$ cat config.mk
export PLATFORM = sky130hd
export DESIGN_NAME = pwd_detect
export DESIGN_NICKNAME = d
export VERILOG_FILES = /design/src/rtl/pwd_pkg.sv /design/src/rtl/pwd_shift.sv /design/src/rtl/pwd_detect.sv
export SDC_FILE = /design/constraint.sdc
export NUM_CORES = 1
export LEC_CHECK = 0
export ABC_AREA = 0
export ABC_CLOCK_PERIOD_IN_PS = 5500
export CAP_MARGIN = 20
export CORE_UTILIZATION = 56
export DETAILED_ROUTE_END_ITERATION = 12
export GPL_TIMING_DRIVEN = 0
export PLACE_DENSITY = 0.83
export SYNTH_ARGS = -nofsm -noshare
export SYNTH_HDL_FRONTEND = slang
export SYNTH_HIERARCHICAL = 1
export SYNTH_SLANG_ARGS = --single-unit
$ cat constraint.sdc
create_clock -name clk -period 5.5 [get_ports clk]
set_input_delay 1.1 -clock clk [delete_from_list [all_inputs] [get_ports clk]]
set_output_delay 1.1 -clock clk [all_outputs]
set_load 0.005 [all_outputs]
$ cat src/rtl/pwd_pkg.sv
// Shared types and helpers for the serial password detector.
package pwd_pkg;

  typedef enum logic {
    COLLECT = 1'b0,
    LOCKED  = 1'b1
  } pwd_state_e;

  // Bits needed to hold values 0..value-1, never less than one.
  function automatic int pwd_clog2(input int value);
    int result;
    result = 1;
    while ((1 << result) < value) result++;
    return result;
  endfunction

endpackage

$ cat src/rtl/pwd_shift.sv
// Serial-in shift register with bit counter and full-width key compare.
// The hit/equal outputs describe the bit being accepted on this edge.
module pwd_shift import pwd_pkg::*; #(
  parameter int WIDTH   = 4,
  parameter int OVERLAP = 0
) (
  input  logic             clk,
  input  logic             rst,
  input  logic             clear_i,
  input  logic             shift_i,
  input  logic             bit_i,
  input  logic [WIDTH-1:0] key_i,
  output logic             hit_o,
  output logic             equal_o
);

  localparam int CW = pwd_clog2(WIDTH + 1);
  localparam logic [CW-1:0] FULL = CW'(WIDTH);
  localparam logic [CW-1:0] LAST = CW'(WIDTH - 1);

  logic [WIDTH-1:0] data_q, data_d;
  logic [CW-1:0]    cnt_q, cnt_d;

  // Sliding mode saturates the count at WIDTH; framed mode wraps after each attempt.
  always_comb begin
    data_d  = (data_q << 1) | WIDTH'(bit_i);
    equal_o = (data_d == key_i);
    hit_o   = 1'b0;
    cnt_d   = cnt_q;
    if (OVERLAP != 0) begin
      hit_o = shift_i && (cnt_q >= LAST);
      if (shift_i && (cnt_q != FULL)) cnt_d = cnt_q + CW'(1);
    end else begin
      hit_o = shift_i && (cnt_q == LAST);
      if (shift_i) cnt_d = (cnt_q == LAST) ? '0 : cnt_q + CW'(1);
    end
  end

  always_ff @(posedge clk) begin
    if (rst || clear_i) begin
      data_q <= '0;
      cnt_q  <= '0;
    end else if (shift_i) begin
      data_q <= data_d;
      cnt_q  <= cnt_d;
    end
  end

endmodule

$ cat src/rtl/pwd_detect.sv
// Serial password detector: sliding-window or framed attempts with
// failure counting and a timed lockout.
module pwd_detect import pwd_pkg::*; #(
  parameter int             WIDTH       = 4,
  parameter logic [WIDTH-1:0] PATTERN   = 4'b1001,
  parameter int             OVERLAP     = 0,
  parameter int             MAX_FAIL    = 3,
  parameter int             LOCK_CYCLES = 16
) (
  input  logic             clk,
  input  logic             rst,
  input  logic             in_valid,
  input  logic             in,
  input  logic             clr,
  input  logic             key_load,
  input  logic [WIDTH-1:0] key_in,
  output logic             out,
  output logic             fail,
  output logic             locked
);

  localparam int FW = pwd_clog2(MAX_FAIL + 1);
  localparam int TW = pwd_clog2(LOCK_CYCLES + 1);

  pwd_state_e       state_q, state_d;
  logic [FW-1:0]    failCnt_q, failCnt_d;
  logic [TW-1:0]    timer_q, timer_d;
  logic [WIDTH-1:0] key_q, key_d;
  logic             out_q, out_d;
  logic             fail_q, fail_d;

  logic collecting, accept, expire, shiftClear, hit, equal;

  assign collecting = (state_q == COLLECT);
  assign accept     = collecting && in_valid && !clr && !key_load;
  assign expire     = (state_q == LOCKED) && (timer_q == TW'(1));
  assign shiftClear = (collecting && (clr || key_load)) || expire;

  pwd_shift #(
    .WIDTH   (WIDTH),
    .OVERLAP (OVERLAP)
  ) u_shift (
    .clk     (clk),
    .rst     (rst),
    .clear_i (shiftClear),
    .shift_i (accept),
    .bit_i   (in),
    .key_i   (key_q),
    .hit_o   (hit),
    .equal_o (equal)
  );

  // Failures only exist in framed mode, so sliding mode never reaches LOCKED.
  always_comb begin
    state_d   = state_q;
    failCnt_d = failCnt_q;
    timer_d   = timer_q;
    key_d     = key_q;
    out_d     = 1'b0;
    fail_d    = 1'b0;
    case (state_q)
      COLLECT: begin
        if (key_load) key_d = key_in;
        if (hit) begin
          if (equal) begin
            out_d     = 1'b1;
            failCnt_d = '0;
          end else if (OVERLAP == 0) begin
            fail_d    = 1'b1;
            failCnt_d = failCnt_q + FW'(1);
            if (failCnt_q == FW'(MAX_FAIL - 1)) begin
              state_d = LOCKED;
              timer_d = TW'(LOCK_CYCLES);
            end
          end
        end
      end
      LOCKED: begin
        if (expire) begin
          state_d   = COLLECT;
          failCnt_d = '0;
          timer_d   = '0;
        end else begin
          timer_d = timer_q - TW'(1);
        end
      end
      default: state_d = COLLECT;
    endcase
  end

  always_ff @(posedge clk) begin
    if (rst) begin
      state_q   <= COLLECT;
      failCnt_q <= '0;
      timer_q   <= '0;
      key_q     <= PATTERN;
      out_q     <= 1'b0;
      fail_q    <= 1'b0;
    end else begin
      state_q   <= state_d;
      failCnt_q <= failCnt_d;
      timer_q   <= timer_d;
      key_q     <= key_d;
      out_q     <= out_d;
      fail_q    <= fail_d;
    end
  end

  assign out    = out_q;
  assign fail   = fail_q;
  assign locked = (state_q == LOCKED);

endmodule

==> summary.txt <==
Floorplanning
  – Die H: roughly 43 um
  – Core ar.: 0.00156 mm2
  – Io pins: 13
  – Die Width: ~43 um
  – Row count: 14
  – Die area: approximately 0.0019 mm2
  – Initial Utilization: about three fifths

Drt
  – Avg WL per Cell: about 13 um
  – Final ANT Viol Nets: 0
  – Routed vias: 780
  – Via density: 6.05
  – Pre-antenna DRT Iters: 9
  – Post-Route WL: 1730 um
  – DRT iter0 DRCs: 18
  – Residual DRC: 2

Place
  – GP Congestion: roughly 0.79
  – Final HPWL from detailed placement: 1340 um
  – DP Worst Slack: about 2.3 ns
  – PortBufs: 12

Worst hold path
  – Hold Path Origin: u_shift/cnt_q[2]
  – Worst Hold Depth: 2
  – Hold EP: u_shift/cnt_q[2]
  – Worst min path class: reg2reg

Yosys
  – Main flop type after synthesis: dfxtp_1
  – Mapped Nets: roughly 110
  – Warnings from Yosys: 6
  – Commonest cells post-synth: 20 x dfxtp_1, 8 x nor2_1, 6 x mux2i_1
  – Synthesized area: 963 um2
  – Post-synth top area cell: dfxtp_1
  – Synth unique cells: 36
  – Synth area leaders: dfxtp_1 42%, mux2i_1 6.2%, ha_1 5.2%
  – Post-synth EDFFs: 0
  – Sequential fraction of the synthesis area: slightly above 40%
  – Synth async-reset ratio: 0%
  – Most common cell in the netlist: dfxtp_1
  – Cells after Synth: a little under 100
  – Synth top area share: between 40% and 50%
  – Mean Syn Cell Area: around 9.8 um2
  – Yosys reg bits: 20

Status
  – Status: finished, violations left
  – Violations in the final reports: DRC

CTS
  – # Post-CTS Setup Buffers: 0
  – CTS Sinks: 20
  – CTS tree: done
  – Clock Latency Late Sink: between 0.2 and 0.3 ns
  – Post-cts resize count: 0
  – Clk root buf: clkbuf_4
  – CTS Buf Count: 3
  – CTS H-Tree Depth: 1
  – Max clock buf depth: 2
  – Clk pin slew, worst setup/hold paths: between 0.1 and 0.15 ns
  – CTS hold repair buffers: 0

Timing
  – Worst hold margin: 0.446 ns
  – Worst Clk Skew: between 0.0008 and 0.0009 ns
  – Max Fclk: approximately 350 MHz
  – Post-route setup TNS: 0 ns
  – Tmin final: approximately 2.9 ns
  – Final hold viol count: 0
  – Rel. slew slack: 59.7%
  – # setup viols final: 0
  – Worst-margin pin slew: 0.599 ns
  – Max-slew violation count: 0
  – Post-route clock period utilization: 52.2%
  – RSZ-0062 raised after global routing: no
  – Final worst slack: 2.63 ns

GRT
  – GR Util met3: under 10%
  – Antenna violations before repair: 0
  – Largest net degree at the start of global routing: 11
  – GR peak layer: met2
  – Vias in the first global route: 700
  – Total GRT Usage: between 20% and 30%
  – Total congestion overflow: 0
  – Met1 Use GR: approximately 28%
  – First-pass GRT wire length: approximately 3000 um
  – M2 GR Usage: 34.5%

Pwr
  – Int Pwr: between 150 and 200 uW
  – Combinational Power Share: between 8 and 9%
  – Reg power frac: between 60% and 70%
  – Leak: between 0.0003 and 0.0004 uW
  – Clk pwr share: roughly 29%
  – Switching Power: about 52 uW
  – Max VDD drop: about 0.11 mV
  – Switch share: between 20% and 30%
  – Power Dens Cells: between 200 and 250 mW/mm2

Final layout
  – Filler instances: about 120
  – Ant diodes: 0
  – Area of the multi-input gates: ~510 um2
  – Share of cells above drive strength 1: under 10%
  – Nets@finish: about 130
  – Register area: around 400 um2
  – Synth-to-layout area growth: 16.9%

Setup path
  – Endpoint class of the critical path: flip-flop
  – Critical R2R Launch: locked
  – Critical path startpoint category: input port
  – Critical path required time: 5.71 ns
  – Reg2reg end: failCnt_q[1]
  – R2r setup slk: 3.28 ns
  – CP Max Fanout: 7
  – Depth of the most critical reg-to-reg path: 7
  – Setup Crit Path Kind: in2reg
  – Data arrival time of the worst path: roughly 3 ns

Run
  – Max-cap viol count: 0
-- state kept, by name (all words and copies together) (netlist names) --
signal and flops:
timer_q 5, key_q 4, u_shift/cnt_q 3, u_shift/data_q 3
failCnt_q 2, fail 1, locked 1, out 1
-- worst max path at each step --
| stage | startpoint | to | slack (ns) | depth (start not counted) |
|---|---|---|---|---|
| 2_1_floorplan | clr | failCnt_q[1] | 3.02 | 6 |
| 3_3_place_gp | in | timer_q[1] | 2.41 | 6 |
| 3_5_place_dp | key_load | failCnt_q[1] | 2.28 | 7 |
| 4_1_cts | key_load | failCnt_q[1] | 2.59 | 7 |
| 5_1_grt | key_load | failCnt_q[1] | 2.51 | 7 |
| 6_report | key_load | failCnt_q[1] | 2.63 | 7 |
-- stage by stage --
stage          instances  instance area [um2]  power (uW)  utilization (%)
3_3_place_gp         126                 1100         171             70.8
6_report             129                 1130         237             72.2
2_1_floorplan         98                  963         162                -
4_1_cts              129                 1130         238             72.2
3_5_place_dp         126                 1100         172             70.8
5_1_grt              129                 1130         244             72.2
-- power groups by stage --
| stage | Combinational (uW) | Clock (uW) | Sequential [uW] |
|---|---|---|---|
| CTS | 20.3 | 69.7 | 148 |
| global route | 21.9 | 73.6 | 149 |
| floorplan | 10.8 | 0 | 151 |
| global placement | 19.6 | 0 | 152 |
| detailed placement | 20.3 | 0 | 152 |
| finish | 20.2 | 68.1 | 148 |
-- cells in the final DEF, fill, tap and decap left out, types with 2 or more instances in the layout --
cell type | netlist | layout
inv_1 | 4 | 4
nor4b_1 | 2 | 2
or4b_1 | 3 | 3
o31ai_1 | 2 | 2
a31oi_1 | 2 | 2
nor2_1 | 8 | 8
nor3_1 | 2 | 2
mux2i_1 | 6 | 6
nand2b_1 | 2 | 2
buf_6 | 2 | 2
ha_1 | 4 | 4
nand3_1 | 3 | 3
clkbuf_4 | 0 | 3
clkbuf_1 | 2 | 2
a211o_1 | 2 | 2
xor2_1 | 4 | 4
nor4_1 | 2 | 2
a21oi_1 | 4 | 4
clkdlybuf4s50_1 | 0 | 12
nor2b_1 | 3 | 3
dfxtp_1 | 20 | 20
nand3b_1 | 4 | 4
nand2_1 | 2 | 2
-- per-layer routing --
metal / vias up / share of wire [%]
met3: 0 / 3.6
met4: 0 / 0
met2: 18 / 44
met1: 372 / 52
li1: 390 / -
met5: - / 0
-- critical path: stages --
cell	delay, ns
clkdlybuf4s50_1	0.47
nor4b_1	0.41
buf_6	0.21
and3b_4	0.24
nand2b_1	0.11
or2_2	0.30
o32ai_1	0.23
-- cells by family (layout without fill, tap and decap cells) --
group	count (synthesis)	after routing	share of synthesized area [%]
compound gates	15	15	11.7
xor+xnor	5	5	4.55
fa+ha+maj	4	4	5.20
buf+inv	9	24	5.19
flops	20	20	41.6
mux	6	6	6.23
simple gates	39	39	25.6
-- final cells by class --
cell class,count,share of cell area [%]
multi-input cells,69,45.6
flip-flops and latches,20,35.6
repair buffers,12,10.7
plain buffers,5,3.11
clock buffers,3,2.00
well taps,16,1.78
inverters,4,1.33
Power figures use the tool's default switching activity.
